## src/rtl/multicycle_sequencer.sv

```systemverilog
// multicycle_sequencer: multi-cycle RV32I control sequencer with ready handshake, timeout and illegal-opcode fault
module multicycle_sequencer #(
  parameter int MEM_TIMEOUT = 16,
  parameter int CNT_WIDTH   = 32
) (
  input  logic                 clk_i,
  input  logic                 rst_i,
  input  logic [6:0]           op_i,
  input  logic                 mem_ready_i,
  input  logic                 stall_i,
  output logic                 pc_en_o,
  output logic                 ir_en_o,
  output logic                 memRead_en_o,
  output logic                 memWrite_en_o,
  output logic                 regWrite_en_o,
  output logic [2:0]           state_o,
  output logic                 fault_o,
  output logic                 instr_retired_o,
  output logic [CNT_WIDTH-1:0] retire_count_o
);
  localparam int WW = $clog2(MEM_TIMEOUT);
  typedef enum logic [2:0] {
    FETCH     = 3'd0,
    DECODE    = 3'd1,
    EXECUTE   = 3'd2,
    MEMORY    = 3'd3,
    WRITEBACK = 3'd4,
    FAULT     = 3'd7
  } state_t;
  state_t               state_q, state_d, nxt;
  logic [WW-1:0]        wait_cnt_q, wait_cnt_d;
  logic [CNT_WIDTH-1:0] retire_count_q, retire_count_d;
  logic                 fault_q, fault_d;
  logic                 is_load, is_store, is_branch, legal, timeout, go;
  logic                 pc_en, ir_en, rd_en, wr_en, rw_en, ret;
  assign is_load   = op_i == 7'b0000011;
  assign is_store  = op_i == 7'b0100011;
  assign is_branch = op_i == 7'b1100011;
  assign legal     = op_i inside {7'b0110011, 7'b0010011, 7'b0000011, 7'b0100011, 7'b1100011,
                                  7'b1100111, 7'b1101111, 7'b0010111, 7'b0110111};
  assign timeout   = (wait_cnt_q == WW'(MEM_TIMEOUT - 1)) && !mem_ready_i;
  assign go        = !stall_i && !rst_i;
  // Per-state strobes and successor, before stall/reset gating
  always_comb begin
    nxt   = state_q;
    pc_en = 1'b0;
    ir_en = 1'b0;
    rd_en = 1'b0;
    wr_en = 1'b0;
    rw_en = 1'b0;
    ret   = 1'b0;
    case (state_q)
      FETCH: begin
        rd_en = 1'b1;
        ir_en = mem_ready_i;
        nxt   = mem_ready_i ? DECODE : timeout ? FAULT : FETCH;
      end
      DECODE: nxt = legal ? EXECUTE : FAULT;
      EXECUTE: begin
        pc_en = is_branch;
        ret   = is_branch;
        nxt   = (is_load || is_store) ? MEMORY : is_branch ? FETCH : WRITEBACK;
      end
      MEMORY: begin
        rd_en = is_load;
        wr_en = !is_load;
        pc_en = !is_load && mem_ready_i;
        ret   = !is_load && mem_ready_i;
        nxt   = mem_ready_i ? (is_load ? WRITEBACK : FETCH) : timeout ? FAULT : MEMORY;
      end
      WRITEBACK: begin
        rw_en = 1'b1;
        pc_en = 1'b1;
        ret   = 1'b1;
        nxt   = FETCH;
      end
      default: nxt = FAULT;
    endcase
  end
  // Stall freezes state and wait counter; wait counter restarts on any state change
  always_comb begin
    state_d        = go ? nxt : state_q;
    wait_cnt_d     = !go ? wait_cnt_q :
                     (nxt != state_q) ? '0 :
                     (state_q == FETCH || state_q == MEMORY) ? wait_cnt_q + WW'(1) : wait_cnt_q;
    retire_count_d = retire_count_q + CNT_WIDTH'(instr_retired_o);
    fault_d        = state_d == FAULT;
  end
  // State registers with synchronous reset
  always_ff @(posedge clk_i) begin
    if (rst_i) begin
      state_q        <= FETCH;
      wait_cnt_q     <= '0;
      retire_count_q <= '0;
      fault_q        <= 1'b0;
    end else begin
      state_q        <= state_d;
      wait_cnt_q     <= wait_cnt_d;
      retire_count_q <= retire_count_d;
      fault_q        <= fault_d;
    end
  end
  assign pc_en_o         = pc_en && go;
  assign ir_en_o         = ir_en && go;
  assign memRead_en_o    = rd_en && go;
  assign memWrite_en_o   = wr_en && go;
  assign regWrite_en_o   = rw_en && go;
  assign instr_retired_o = ret && go;
  assign state_o         = state_q;
  assign fault_o         = fault_q;
  assign retire_count_o  = retire_count_q;
endmodule
```

## config.mk

```make
export PLATFORM = sky130hd
export DESIGN_NAME = multicycle_sequencer
export DESIGN_NICKNAME = d
export VERILOG_FILES = /design/src/rtl/multicycle_sequencer.sv
export SDC_FILE = /design/constraint.sdc
export NUM_CORES = 1
export LEC_CHECK = 0
export ABC_AREA = 1
export ABC_CLOCK_PERIOD_IN_PS = 3200
export CAP_MARGIN = 20
export CORE_UTILIZATION = 35
export CTS_BUF_LIST = sky130_fd_sc_hd__clkbuf_4
export DETAILED_ROUTE_END_ITERATION = 10
export SLEW_MARGIN = 20
export SYNTH_ARGS = -nofsm -noshare
export SYNTH_HDL_FRONTEND = slang
export SYNTH_SLANG_ARGS = --single-unit
```

## constraint.sdc

```tcl
create_clock -name clk_i -period 3.2 [get_ports clk_i]
set_input_delay 0.64 -clock clk_i [delete_from_list [all_inputs] [get_ports clk_i]]
set_output_delay 0.64 -clock clk_i [all_outputs]
set_load 0.005 [all_outputs]
```

**Yosys cells after proc, flatten, opt, wreduce, memory -nomap -nowiden**

Cells that the tools add are included.

- $add $sub $neg: 2
- Equal/unequal tests: 16
- Multiplexer cells: 17
- Reductions and logical operators: 18

Operator list:

| cell | number |
|---|---|
| adder 32 x 1 -> 32 bit | 1 |
| 2-to-1 mux 3 bit | 9 |
| == test 7 x 6 -> 1 bit, second input constant | 3 |
| == test 7 bit, second input constant | 3 |
| one-hot mux 3 bit (5 select lines) | 1 |
| == test 7 x 5 -> 1 bit, second input constant | 2 |
| nonzero test 9 bit | 1 |
| logical AND 1 bit | 8 |
| 2-to-1 mux 4 bit | 2 |
| == test 7 x 2 -> 1 bit, second input constant | 1 |
| == test 3 x 2 -> 1 bit, second input constant | 2 |
| == test 3 bit, second input constant | 2 |
| adder 4 x 1 -> 4 bit, second input constant | 1 |
| == test 4 bit, second input constant | 1 |
| logical NOT 1 bit | 4 |
| == test 3 x 1 -> 1 bit, second input constant | 1 |
| logical NOT 3 bit | 1 |
| 2-to-1 mux 1 bit | 3 |
| inequality test 3 bit | 1 |
| one-hot mux 1 bit (3 select lines) | 1 |
| logical OR 1 bit | 2 |
| one-hot mux 1 bit (2 select lines) | 1 |
| AND reduction 2 bit | 1 |
| nonzero test 2 bit | 1 |

- Register bits: 40
- Bits of input ports: 11
- Output and inout bits: 42
- Logic and storage cells: 57

**Depth between registers and ports, before layout**

- Word-level depth: 8
- Depth in mapped cells: 20
- Gate-level depth less buffers: 20

**Worst setup path before layout**

No wires, ideal clock.

- Kind: input to register
- Start point: input port rst_i
- End point: register retire_count_q[24], in the netlist retire_count_o[24]
- Library setup time: 117 ps
- Arrival time: 2865 ps
- Data required time: 3083 ps
- Path slack: 219 ps
- Cell stages on the path: 17
- Buffers on the path: 1
- Cells stage by stage: clkbuf_1 > nor2_2 > nand2_1 > o21ai_0 > ha_1 > ha_1 > nand2_1 > nor2_2 > nand2_2 > nor2_4 > nand2_2 > nor2_4 > nand4_4 > nor3_4 > nand2_1 > nand2_1 > nor2_1

- Longest elaborated chain between the ends: 4

Ends and longest elaborated chain:

| item | line | RTL |
|---|---|---|
| start, declared | 7 | `input logic rst_i,` |
| logical NOT 1 bit | 42 | `assign go = !stall_i && !rst_i;` |
| logical AND 1 bit | 42 |  |
| logical AND 1 bit | 108 | `assign instr_retired_o = ret && go;` |
| net instr_retired_o | 18 | `output logic instr_retired_o,` |
| adder 32 x 1 -> 32 bit | 86 | `retire_count_d = retire_count_q + CNT_WIDTH'(instr_retired_o);` |
| end signal, assigned | 99 | `retire_count_q <= retire_count_d;` |
| end, declared | 32 | `logic [CNT_WIDTH-1:0] retire_count_q, retire_count_d;` |

The timed path passes the listed nets, and every way through them passes these cells.
A chain may end at the register's enable or synchronous reset.

**Final worst setup path**

- Start point: input port op_i[6]
- End point: output port memRead_en_o

- Longest elaborated chain between the ends: 3

Ends and longest elaborated chain:

| item | line | RTL |
|---|---|---|
| start, declared | 8 | `input logic [6:0] op_i,` |
| == test 7 x 2 -> 1 bit | 36 | `assign is_load = op_i == 7'b0000011;` |
| one-hot mux 1 bit (2 select lines) | 52 | `case (state_q)` |
| logical AND 1 bit | 105 | `assign memRead_en_o = rd_en && go;` |
| end, declared | 13 | `output logic memRead_en_o,` |

Every way passes these cells.

==> key figures <==
Outcome
  – Status: finished clean

Logic synthesis
  – Mapped Cells: approximately 340
  – Top_reg_cell synth: dfxtp_1
  – Syn Area/Cell: between 6 and 7 um2
  – Synthesis Warnings: 0
  – Mapped Area: between 2000 and 2500 um2
  – Top-count cell post-synth: nand2_1
  – Post-synth top area cell: dfxtp_1
  – Post-synthesis cell type count: 30
  – Top cells by area, synth: dfxtp_1, nand2_1, nor2_1
  – Post-synth net total: 356
  – Number of synthesized flops with an enable pin: 0
  – Synth Register Bits: 40
  – Fraction of registers with async set/reset: 0%
  – Post-synth top area share: 35.2%
  – Seq/Total Area, Yosys: 35.2%
  – Synth top cells by count: nand2_1, nor2_1, inv_1

CTS
  – Clock Sink Count: 40
  – Later-pin clock latency in the skew report: 0.36 ns
  – H-tree lvl count: 2
  – Clock Path Buffers: 2
  – Root Driver: clkbuf_4
  – Clock tree from TritonCTS: yes
  – Clk slew on worst S/H paths: 0.12 ns
  – Clock buffer count from CTS: 5

Setup path
  – Worst R2R Path Depth: 20
  – CP cell instances: clkdlybuf4s50_1 > buf_4 > nor2_1 > nand3_1 > nor2_1 > nor2_1 > nor2_1 > clkdlybuf4s50_1
  – Critical path's largest stage delay: between 0.5 and 0.6 ns
  – Critical path endpoint category: output port
  – Most frequent CP cell: nor2_1
  – FF-to-FF Start: state_o[1]$_SDFF_PP0_
  – Reg-to-reg slack, setup: 0.51 ns
  – Setup CP Type: input pin to output port
  – Capturing point of the worst reg2reg path: retire_count_o[26]$_SDFF_PP0_
  – Crit-path max FO: 3
  – Startpoint Class: input pin
  – CP delay by family, top: buffers and inverters
  – CP max-delay cell: clkdlybuf4s50_1
  – Critical path buffer and inverter count: 3
  – Arr. time, crit path: 2.40 ns
  – CP Data Required Time: 2.56 ns

Place
  – RD Place Congestion: 0.887
  – Placed cell areas: around 3000 um2
  – Post-DP HPWL: 4420 um
  – Port Buffers: 52
  – Dpl ws: -0.253 ns
  – Placed insts: between 400 and 500

Timing
  – Max_slew headroom: 63.0%
  – Final Hold Vio Count: 0
  – Period utilisation layout: 95.1%
  – Least-Margin Pin Slew: 0.554 ns
  – Slew Viols, Final: 0
  – Min cycle time layout: 3.04 ns
  – Fmax: 0.329 GHz
  – Tightest hold margin: a little under 0.5 ns
  – Final setup violation count: 0
  – Clk_skew: ~0.018 ns
  – Setup ws final: 0.158 ns

Global route
  – Grt total ovfl: 0
  – Antenna violations before repair: 0
  – Vias in the first global route: 2,123
  – First-pass GRT wire length: 9470 um
  – M3 GR Usage: 3.96%
  – Busiest grt layer: met2
  – Largest net degree at the start of global routing: 24
  – Met2 Usage GRT: 30.1%
  – GR Util All Layers: 18.2%
  – Met1 Resource Use GR: 23.5%

Finish
  – Reg area: 801 um2
  – Multi-input logic area: between 1000 and 1500 um2
  – Layout Cells excl Fill: just under 500
  – Area growth syn-to-layout: 39.0%
  – Post-route cell area: 3160 um2
  – Filler Cells Inserted: 630
  – ANT cells: 0
  – Layout cell share with drive strength beyond 1: 15.0%
  – Nets: 433

Floorplan
  – Ports: 53
  – Die height: 82.6 um
  – # rows: 28
  – Core area: slightly above 6000 um2
  – Starting Density: 37.3%
  – Die Area: 6820 um2
  – Chip width: 82.6 um

Pwr
  – Cell-internal power: around 0.7 mW
  – Leakage: 1.32 nW
  – Combinational Power Share: 11.7%
  – Pwr/cell area: roughly 300 nW/um2
  – Clock power share: 34.6%
  – P_sw: roughly 0.24 mW
  – Register share of total power: about 54%
  – VDD IR max: 0.000158 V
  – Fraction of power spent switching nets: 25.0%

Hold path
  – Worst hold stages: 2
  – Worst hold path class: flop to flop
  – Hold path start: wait_cnt_q[1]$_SDFFE_PP0P_
  – Hold endpoint: wait_cnt_q[1]$_SDFFE_PP0P_

Route
  – Iter 0 DRT Violations: 95
  – 1st-pass router iterations: 4
  – Routed vias: 2,402
  – Vias per Instance: between 4 and 5
  – Residual DRC count: 0
  – Antenna viol nets, final: 0
  – Drt wl/cell: about 12 um
  – Wirelength, routed: 5770 um

Job
  – # Max-Cap Violations: 0
-- worst max path at each step --
stage               depth (start not counted)                       endpoint  slack [ns]  startpoint
floorplan                                  17  retire_count_o[24]$_SDFF_PP0_        0.22       rst_i
global placement                           20  retire_count_o[24]$_SDFF_PP0_       -0.19     op_i[5]
detailed placement                         20  retire_count_o[30]$_SDFF_PP0_       -0.25     op_i[1]
CTS                                        20  retire_count_o[30]$_SDFF_PP0_        0.13     op_i[1]
global route                               21  retire_count_o[30]$_SDFF_PP0_       -0.03     op_i[3]
finish                                      8                   memRead_en_o        0.16     op_i[6]
-- timing repair --
| action | CTS | global route |
|---|---|---|
| buffers inserted | 0 | 4 |
| hold buffers | 0 | 0 |
| resized for setup | 0 | 14 |
| endpoints found under the setup margin | 0 | 18 |
-- layer usage --
metal  vias to the layer above  wire (um)  part of all wire, %
li1                       1252          -                    -
met1                      1086       2690                   47
met2                        54       2720                   47
met3                        10        271                  4.7
met4                         0         84                  1.5
met5                         -          0                    0
-- cell type report --
class | instances | share of cell area, %
Multi-Input combinational cell | 245 | 41.0
Clock inverter | 3 | 1.19
Clock buffer | 5 | 1.19
Inverter | 52 | 6.18
Timing Repair Buffer | 75 | 22.1
Sequential cell | 40 | 25.3
Tap cell | 75 | 2.97
-- cells by family (layout without fill, tap and decap cells) --
logic type,after synthesis,after routing,share of synthesized area [%]
compound gates,47,47,11.0
xor+xnor,6,6,2.31
fa+ha+maj,3,3,1.65
buf+inv,57,135,9.69
flops,40,40,35.2
simple gates,189,189,40.2
-- tightest hold or removal path: stages, from the launching register on --
cell     delay, ns
dfxtp_1       0.35
nand2_1       0.07
a21oi_1       0.05
-- power groups by stage --
stage / registers [mW] / logic [mW] / clock network [mW]
3_3_place_gp: 0.520 / 0.109 / 0
3_5_place_dp: 0.520 / 0.110 / 0
4_1_cts: 0.509 / 0.110 / 0.338
2_1_floorplan: 0.519 / 0.0647 / 0
6_report: 0.509 / 0.111 / 0.327
5_1_grt: 0.510 / 0.127 / 0.359
-- state kept, by name (all words and copies together), names as in the netlist --
name            flops
fault_o             1
state_o             3
wait_cnt_q          4
retire_count_o     32
-- layout by cell type (no fill, tap or decap), types with 4 or more instances in the layout --
master	n
inv_1	47
nand3_1	24
nand4_1	9
a21oi_1	23
dfxtp_1	40
nor3_1	4
xor2_1	4
clkdlybuf4s50_1	50
buf_4	23
o21ai_0	14
o21a_1	4
nor2_2	6
nor2_4	4
clkbuf_4	5
inv_2	5
nor2_1	51
nand2_1	72
-- stage by stage --
| step | util [%] | power (mW) | setup TNS (ns) |
|---|---|---|---|
| after global routing | 51.8 | 0.996 | -0.0875 |
| final | 51.8 | 0.947 | 0 |
| after global placement | 49.3 | 0.629 | -1.73 |
| after detailed placement | 49.3 | 0.630 | -2.79 |
| after CTS | 50.5 | 0.957 | 0 |
| after floorplan | - | 0.584 | 0 |
Note: power is estimated with default switching activity, not from simulation.
